$ cat config.mk
export PLATFORM = sky130hd
export DESIGN_NAME = memory_arbiter
export DESIGN_NICKNAME = d
export VERILOG_FILES = /design/src/rtl/memory_arbiter.sv
export SDC_FILE = /design/constraint.sdc
export NUM_CORES = 1
export LEC_CHECK = 0
export CAP_MARGIN = 10
export CORE_AREA = 2 2 169 171
export DETAILED_ROUTE_END_ITERATION = 10
export DIE_AREA = 0 0 171 173
export SYNTH_ARGS = -nofsm -noshare
export SYNTH_HDL_FRONTEND = slang
export SYNTH_SLANG_ARGS = --single-unit
$ cat constraint.sdc
create_clock -name CLK -period 3.6 [get_ports CLK]
set_input_delay 1.08 -clock CLK [delete_from_list [all_inputs] [get_ports CLK]]
set_output_delay 1.08 -clock CLK [all_outputs]
set_load 0.005 [all_outputs]
$ cat src/rtl/memory_arbiter.sv
// Memory-side arbiter of the cache_control interface.
// Serialises i/d cache requests from CPUS cores onto one single-ported RAM.
// The fairness pointer rr_q advances only when a request completes.
// Within a core, data write beats data read, which beats instruction read.
module memory_arbiter #(
  parameter int CPUS   = 2,
  parameter int ADDR_W = 32,
  parameter int DATA_W = 32
) (
  input  logic                     CLK,
  input  logic                     nRST,
  input  logic [CPUS-1:0]          iREN,
  input  logic [CPUS-1:0]          dREN,
  input  logic [CPUS-1:0]          dWEN,
  input  logic [CPUS*ADDR_W-1:0]   iaddr,
  input  logic [CPUS*ADDR_W-1:0]   daddr,
  input  logic [CPUS*DATA_W-1:0]   dstore,
  output logic [CPUS-1:0]          iwait,
  output logic [CPUS-1:0]          dwait,
  output logic [CPUS*DATA_W-1:0]   iload,
  output logic [CPUS*DATA_W-1:0]   dload,
  output logic                     ramREN,
  output logic                     ramWEN,
  output logic [ADDR_W-1:0]        ramaddr,
  output logic [DATA_W-1:0]        ramstore,
  input  logic [DATA_W-1:0]        ramload,
  input  logic [1:0]               ramstate,
  output logic [7:0]               err_cnt
);

  localparam int CW = (CPUS > 1) ? $clog2(CPUS) : 1;
  localparam logic [CW:0]   CPUS_W   = (CW+1)'(CPUS);
  localparam logic [CW-1:0] LAST_CORE = CW'(CPUS - 1);

  localparam logic [1:0] RS_ACCESS = 2'd2;
  localparam logic [1:0] RS_ERROR  = 2'd3;

  typedef enum logic {IDLE = 1'b0, ACCESS = 1'b1} state_t;
  typedef enum logic [1:0] {K_IREAD = 2'd0, K_DREAD = 2'd1, K_DWRITE = 2'd2} kind_t;

  state_t              state_q, state_d;
  logic [CW-1:0]       rr_q, rr_d;
  logic [CW-1:0]       g_core_q, g_core_d;
  kind_t               g_kind_q, g_kind_d;
  logic [ADDR_W-1:0]   g_addr_q, g_addr_d;
  logic [DATA_W-1:0]   g_data_q, g_data_d;
  logic [7:0]          err_cnt_q, err_cnt_d;

  logic                sel_found_s;
  logic [CW-1:0]       sel_core_s;
  kind_t               sel_kind_s;
  logic [ADDR_W-1:0]   sel_addr_s;
  logic [DATA_W-1:0]   sel_data_s;
  logic [CW:0]         scan_raw_s;
  logic [CW:0]         scan_wrap_s;
  logic [CW-1:0]       scan_idx_s;
  logic                req_live_s;
  logic                done_s;

  // Round-robin scan from rr_q: first core with any request wins, then pick its kind.
  always_comb begin
    sel_found_s = 1'b0;
    sel_core_s  = '0;
    sel_kind_s  = K_IREAD;
    scan_raw_s  = '0;
    scan_wrap_s = '0;
    scan_idx_s  = '0;
    for (int k = 0; k < CPUS; k++) begin
      scan_raw_s  = {1'b0, rr_q} + k[CW:0];
      scan_wrap_s = (scan_raw_s >= CPUS_W) ? (scan_raw_s - CPUS_W) : scan_raw_s;
      scan_idx_s  = scan_wrap_s[CW-1:0];
      if (!sel_found_s && (dWEN[scan_idx_s] || dREN[scan_idx_s] || iREN[scan_idx_s])) begin
        sel_found_s = 1'b1;
        sel_core_s  = scan_idx_s;
        if (dWEN[scan_idx_s]) begin
          sel_kind_s = K_DWRITE;
        end else if (dREN[scan_idx_s]) begin
          sel_kind_s = K_DREAD;
        end else begin
          sel_kind_s = K_IREAD;
        end
      end else begin
        sel_found_s = sel_found_s;
      end
    end
    if (sel_kind_s == K_IREAD) begin
      sel_addr_s = iaddr[int'(sel_core_s)*ADDR_W +: ADDR_W];
    end else begin
      sel_addr_s = daddr[int'(sel_core_s)*ADDR_W +: ADDR_W];
    end
    if (sel_kind_s == K_DWRITE) begin
      sel_data_s = dstore[int'(sel_core_s)*DATA_W +: DATA_W];
    end else begin
      sel_data_s = '0;
    end
  end

  // Is the cache still asserting the request that currently holds the grant?
  always_comb begin
    case (g_kind_q)
      K_IREAD:  req_live_s = iREN[g_core_q];
      K_DREAD:  req_live_s = dREN[g_core_q];
      K_DWRITE: req_live_s = dWEN[g_core_q];
      default:  req_live_s = 1'b0;
    endcase
    done_s = nRST && (state_q == ACCESS) && req_live_s && (ramstate == RS_ACCESS);
  end

  // Next-state logic: grant in IDLE, then complete, retry on error or abort on withdrawal.
  always_comb begin
    state_d   = state_q;
    rr_d      = rr_q;
    g_core_d  = g_core_q;
    g_kind_d  = g_kind_q;
    g_addr_d  = g_addr_q;
    g_data_d  = g_data_q;
    err_cnt_d = err_cnt_q;
    case (state_q)
      IDLE: begin
        if (sel_found_s) begin
          state_d  = ACCESS;
          g_core_d = sel_core_s;
          g_kind_d = sel_kind_s;
          g_addr_d = sel_addr_s;
          g_data_d = sel_data_s;
        end else begin
          state_d = IDLE;
        end
      end
      ACCESS: begin
        if (!req_live_s) begin
          // Cache withdrew the request: release the RAM, keep fairness pointer.
          state_d = IDLE;
        end else if (ramstate == RS_ACCESS) begin
          state_d = IDLE;
          rr_d    = (g_core_q == LAST_CORE) ? '0 : (g_core_q + CW'(1));
        end else if (ramstate == RS_ERROR) begin
          // Same request will win again from the unchanged pointer and be retried.
          state_d   = IDLE;
          err_cnt_d = (err_cnt_q == 8'hFF) ? 8'hFF : (err_cnt_q + 8'd1);
        end else begin
          state_d = ACCESS;
        end
      end
      default: begin
        state_d = IDLE;
      end
    endcase
  end

  // State and grant registers with synchronous active-low reset.
  always_ff @(posedge CLK) begin
    if (!nRST) begin
      state_q   <= IDLE;
      rr_q      <= '0;
      g_core_q  <= '0;
      g_kind_q  <= K_IREAD;
      g_addr_q  <= '0;
      g_data_q  <= '0;
      err_cnt_q <= 8'd0;
    end else begin
      state_q   <= state_d;
      rr_q      <= rr_d;
      g_core_q  <= g_core_d;
      g_kind_q  <= g_kind_d;
      g_addr_q  <= g_addr_d;
      g_data_q  <= g_data_d;
      err_cnt_q <= err_cnt_d;
    end
  end

  // Output drive: RAM port from grant registers, wait/load lanes released on completion.
  always_comb begin
    iwait    = '1;
    dwait    = '1;
    iload    = '0;
    dload    = '0;
    ramREN   = 1'b0;
    ramWEN   = 1'b0;
    ramaddr  = '0;
    ramstore = '0;
    if (state_q == ACCESS) begin
      ramREN   = (g_kind_q != K_DWRITE);
      ramWEN   = (g_kind_q == K_DWRITE);
      ramaddr  = g_addr_q;
      ramstore = g_data_q;
      if (done_s) begin
        case (g_kind_q)
          K_IREAD: begin
            iwait[g_core_q] = 1'b0;
            iload[int'(g_core_q)*DATA_W +: DATA_W] = ramload;
          end
          K_DREAD: begin
            dwait[g_core_q] = 1'b0;
            dload[int'(g_core_q)*DATA_W +: DATA_W] = ramload;
          end
          K_DWRITE: begin
            dwait[g_core_q] = 1'b0;
          end
          default: begin
            iwait = '1;
          end
        endcase
      end else begin
        iwait = '1;
      end
    end else begin
      iwait = '1;
    end
  end

  assign err_cnt = err_cnt_q;

endmodule

# == After elaboration in Yosys (flattened, before gate mapping) ==
# Cells that the tools add are included.
# word_totals
mem_bits_rw,0
latchBits,0
romBits,0
memories,0
wordCells,109
regBits,77
input_bits,234
# classes
n_reduce_logical,16
muxes,58
n_div,0
add_sub_neg,6
n_mul,0
n_lt_le_gt_ge,6
eq_ne,7
bitwise_logic,4
shifts,5
# op_table
cell,count
64-bit 2-to-1 mux,6
64-bit by 7-bit variable part select with 32-bit output,3
32-bit 2-to-1 mux,4
64-bit AND,1
"32-bit by 33-bit variable shift with 64-bit output, first input constant",1
32-bit by 33-bit variable part select with 64-bit output,1
1-bit 2-to-1 mux,34
6-bit negation with 33-bit output,1
2-bit 2-to-1 mux,10
"8-bit by 1-bit adder with 8-bit output, second input constant",1
"2-bit == test, second input constant",4
"8-bit == test, second input constant",1
8-bit 2-to-1 mux,1
"1-bit by 2-bit < comparator with 1-bit output, second input constant",3
1-bit logical AND,5
2-bit logical NOT,2
1-bit logical OR,4
4-bit AND reduction,1
1-bit case mux with 3 select lines,1
3-bit AND reduction,1
"1-bit by 1-bit adder with 2-bit output, second input constant",1
"2-bit by 1-bit == test with 1-bit output, second input constant",1
"1-bit by 2-bit >= comparator with 1-bit output, second input constant",1
"2-bit >= comparator, second input constant",1
other kinds (11),13

# == Depth between registers and ports, before layout ==
# logic_depth
ltp_word,12
mapped_depth,7
mapped_depth_nobuf,5

# == Worst setup path before layout ==
# No wires, ideal clock.
# synth_path
path_kind,input to output
startpoint,input port dREN[1]
endpoint,output port iload[23]
t_required_ps,2520
slack_ps,253
stages,6
t_arrival_ps,2267
cell_sequence,mux2_2 -> a222oi_1 -> buf_4 -> nor3_2 -> clkbuf_1 -> and2_1
# synth_between
elab_chain_len,7
# synth_lines
item,line,rtl
"start, declared",13,"input logic [CPUS-1:0] dREN,"
1-bit 2-to-1 mux (not written as such) (2 in series),102,K_DREAD: req_live_s = dREN[g_core_q];
1-bit case mux with 3 select lines,100,case (g_kind_q)
1-bit logical AND (2 in series),106,done_s = nRST && (state_q == ACCESS) && req_live_s && (ramstate == RS_ACCESS);
64-bit 2-to-1 mux,187,if (done_s) begin
64-bit 2-to-1 mux,182,if (state_q == ACCESS) begin
"end, declared",20,"output logic [CPUS*DATA_W-1:0] iload,"
# No other way between the ends. The select of a mux whose other input is x is not followed.

# == Worst setup path in the final report ==
# layout_path
startpoint,input port dREN[0]
endpoint,output port dload[54]
# layout_between
elab_chain_len,7
# layout_lines
item,line,rtl
1-bit 2-to-1 mux (not written as such) (2 in series),102,
1-bit case mux with 3 select lines,100,
1-bit logical AND (2 in series),106,
64-bit 2-to-1 mux,187,
64-bit 2-to-1 mux,182,
"end, declared",21,"output logic [CPUS*DATA_W-1:0] dload,"
# No other way between the ends. The select of a mux whose other input is x is not followed.

==> impl_metrics.tcl <==
set metrics [dict create \
    first_global_vias 6707 \
    routedWlPerCell_microns 18.5 \
    ys.flop_type "dfxtp_1" \
    yosysSeqAreaShare 0.283 \
    grt.overflow.total 0 \
    yosys-top-cells-area "dfxtp_1 28%, and2_1 22%, mux2i_1 18%" \
    diodes 0 \
    violations "setup timing" \
    die_h_microns 173 \
    nFillCells 2766 \
    gp_routability_congestion 0.807 \
    hold_viol 0 \
    yosys.area_share.adder 0.0115 \
    drtAntennaViolNets 0 \
    grt_pass1_wl_microns 39800 \
    die_width_microns 171 \
    drc_errors 0 \
    syn_area_sq_um 5450 \
    synth_compound_area_frac 0.151 \
    antenna_found_initial 0 \
    timing.final.crit_share 1.10 \
    nNetsFinal 1343 \
    hold_path.class "reg -> reg" \
    drt_wl_total_microns 27500 \
    status "finished, violations left" \
    synth.area.mux_share 0.183 \
    final_area_sq_um 11500 \
    synthCells 618 \
    critPathLaunchType "input pin" \
    ys_ff_latch 77 \
    ys_warn_count 0 \
    area_delta_synth_final_pct 111 \
    power.density_nw_per_um2 239 \
    cts_buffers 9 \
    grt_setup_unrepaired "true" \
    cts_root_buf "clkbuf_16" \
    slew_viol_final 0 \
    synthArstFlopShare 0 \
    setup_viol 130 \
    coreArea_sq_um 27600 \
    multi_input_comb_area_sq_um 3950 \
    synth_edf_count 0 \
    dpl.hpwl_microns 19300 \
    max_slew_margin 0.336 \
    maxCapViolCount 0 \
    synth.distinct_cells 54 \
    rows 61 \
    power.leakage_nw 5.25 \
    drive_above_1_share 0.289 \
    place_area_sq_um 10400 \
    vias 6547 \
    peakVddDrop_uv 222 \
    cts_tree "done" \
    first_pass_iters 6 \
    final-seq-area_sq_um 1540 \
    crit_chain "buf_6, mux2_4, a222oi_1, buf_4, buf_12, nor4bb_4, clkbuf_16, buf_12, buf_6, buf_6, and2_4, buf_6" \
    synth_nets 857 \
    syn_area_per_cell_sq_um 8.82 \
    synth_top_family_by_area "simple AND/OR/NAND/NOR gates" \
    path_clk_slew_ps 60 \
    clockBufferDepth 2 \
    htree_levels 3 \
    crit_path_top_delay_cell "a222oi_1" \
    synth_area_leader_cell "dfxtp_1" \
    drt_iter0_drc 242 \
    num_io_pins 440 \
    hold_slack_ps 453 \
    arrival_ps 2880 \
    synth_xor_xnor_area_share 0 \
    clock.fmax_mhz 252 \
    cp-end-kind "primary output" \
    dieArea_sq_um 29600 \
    timing.final.ws_setup_ps -362 \
    fin_crit_ps 3960 \
    cp_common_cell "buf_6" \
    worst_skew_pair.late_latency_ps 340 \
    skew_ps 12.2 \
    vias_per_cell 4.40 \
    required_ps 2520 \
    grt_use_total 0.176 \
    initial_core_util 0.197 \
    portBuffers 439 \
    worstMarginPinSlew_ps 995 \
    crit_path_max_fanout 3 \
    slowest_delay_ps 330 \
    tns_ps -27290 \
    synth_top_area_share 0.283 \
    p_total_mw 2.74 \
    critical_path_class "in -> out" \
    numClockSinks 77 \
    grt_max_degree 74 \
    synth-simple-area-share 0.318 \
]
## final cells by class
type	count	area share
clock inverter	6	0.00599
multi-input combinational	481	0.344
tap	378	0.0412
clock buffer	10	0.0208
timing repair buffer	528	0.452
sequential	77	0.134
inverter	7	0.00229
## critical path, delay by kind of cell
| kind | cells | cell delay, ps |
|---|---|---|
| muxes | 1 | 260 |
| buffers and inverters | 8 | 990 |
| AOI/OAI and AO/OA | 1 | 330 |
| and+or+nand+nor | 2 | 200 |
## final timing paths
kind,depth (start not counted),startpoint,slack (ps),end
worst max register to register,5,rr_q,1270,g_addr_q[21]
worst max-delay path,12,dREN[0],-360,dload[54]
worst min-delay path,1,g_data_q[20],450,g_data_q[20]
worst min register to register,1,g_data_q[20],450,g_data_q[20]
## repair_timing
action	in CTS	in global routing
buffers inserted	58	10
hold endpoints to repair	0	0
cloned	9	0
pin swaps	24	9
setup endpoints to repair	132	132
hold buffers	0	0
resized for setup	531	161
## through the flow
step	instances	worst slack (ps)	utilization
5_1_grt	1487	-404	0.416
6_report	1487	-362	0.416
3_3_place_gp	1411	-1320	0.376
2_1_floorplan	618	253	-
3_5_place_dp	1411	-1330	0.376
4_1_cts	1488	-547	0.408
## power by group
part	internal [mW]	leakage [nW]	switching (mW)	total [mW]
combinational	0.491	4.47	0.329	0.820
clock	0.562	0.149	0.406	0.968
sequential	0.920	0.633	0.0314	0.952
## cells in the final DEF (no fill, tap or decap), types with 3 or more instances in the layout
cell,Yosys,layout
a21oi_1,4,3
and2_1,195,123
and2_4,0,72
and3_1,3,3
buf_12,0,9
buf_2,26,24
buf_4,1,40
buf_6,2,108
buf_8,0,3
clkbuf_16,0,10
clkbuf_2,0,23
clkdlybuf4s15_1,0,3
clkdlybuf4s15_2,0,3
clkdlybuf4s50_1,0,298
dfxtp_1,77,76
dlygate4sd2_1,0,16
ha_1,5,5
inv_1,7,7
mux2_4,1,3
mux2i_1,96,96
nand2_1,6,5
nand3_1,40,39
nand4_1,3,3
nor2_1,3,3
nor3_1,3,3
o21ai_0,3,3
o21bai_1,5,5
o221ai_1,32,32
o2bb2ai_1,34,34
o311a_1,3,3
## sequential cells by signal (all words and copies together) (netlist names)
| register | flops |
|---|---|
| err_cnt | 8 |
| g_addr_q | 32 |
| g_kind_q | 2 |
| g_core_q | 1 |
| state_q | 1 |
| rr_q | 1 |
| g_data_q | 32 |
## kinds of logic (layout without fill, tap and decap cells)
kind of cell / count (synthesis) / count (layout)
adder cells (fa/ha/maj): 5 / 5
buffers and inverters: 64 / 551
multiplexers: 99 / 99
flip-flops: 77 / 77
AND/OR/NAND/NOR: 275 / 279
AO/OA/AOI/OAI: 98 / 98
## routing by layer
layer	vias up	global-route usage	share of wire	routed length [microns]
li1	3207	-	-	-
met2	295	0.341	0.53	14700
met5	-	0	0	0
met4	0	0.0600	0.028	777
met1	3011	0.179	0.36	9980
met3	34	0.0469	0.076	2090
## Yosys cell counts (all sizes together), types with 3 or more instances
master,n
o21ai,4
and3,3
o2bb2ai,34
a21oi,4
and2,195
o311a,3
o21bai,5
nand4,3
nand2,6
nor2,3
nor4b,3
nand3,40
mux2,3
mux2i,96
clkbuf,28
ha,5
buf,29
dfxtp,77
nand2b,3
inv,7
o221ai,32
nor3,5
Power figures use the tool's default switching activity.
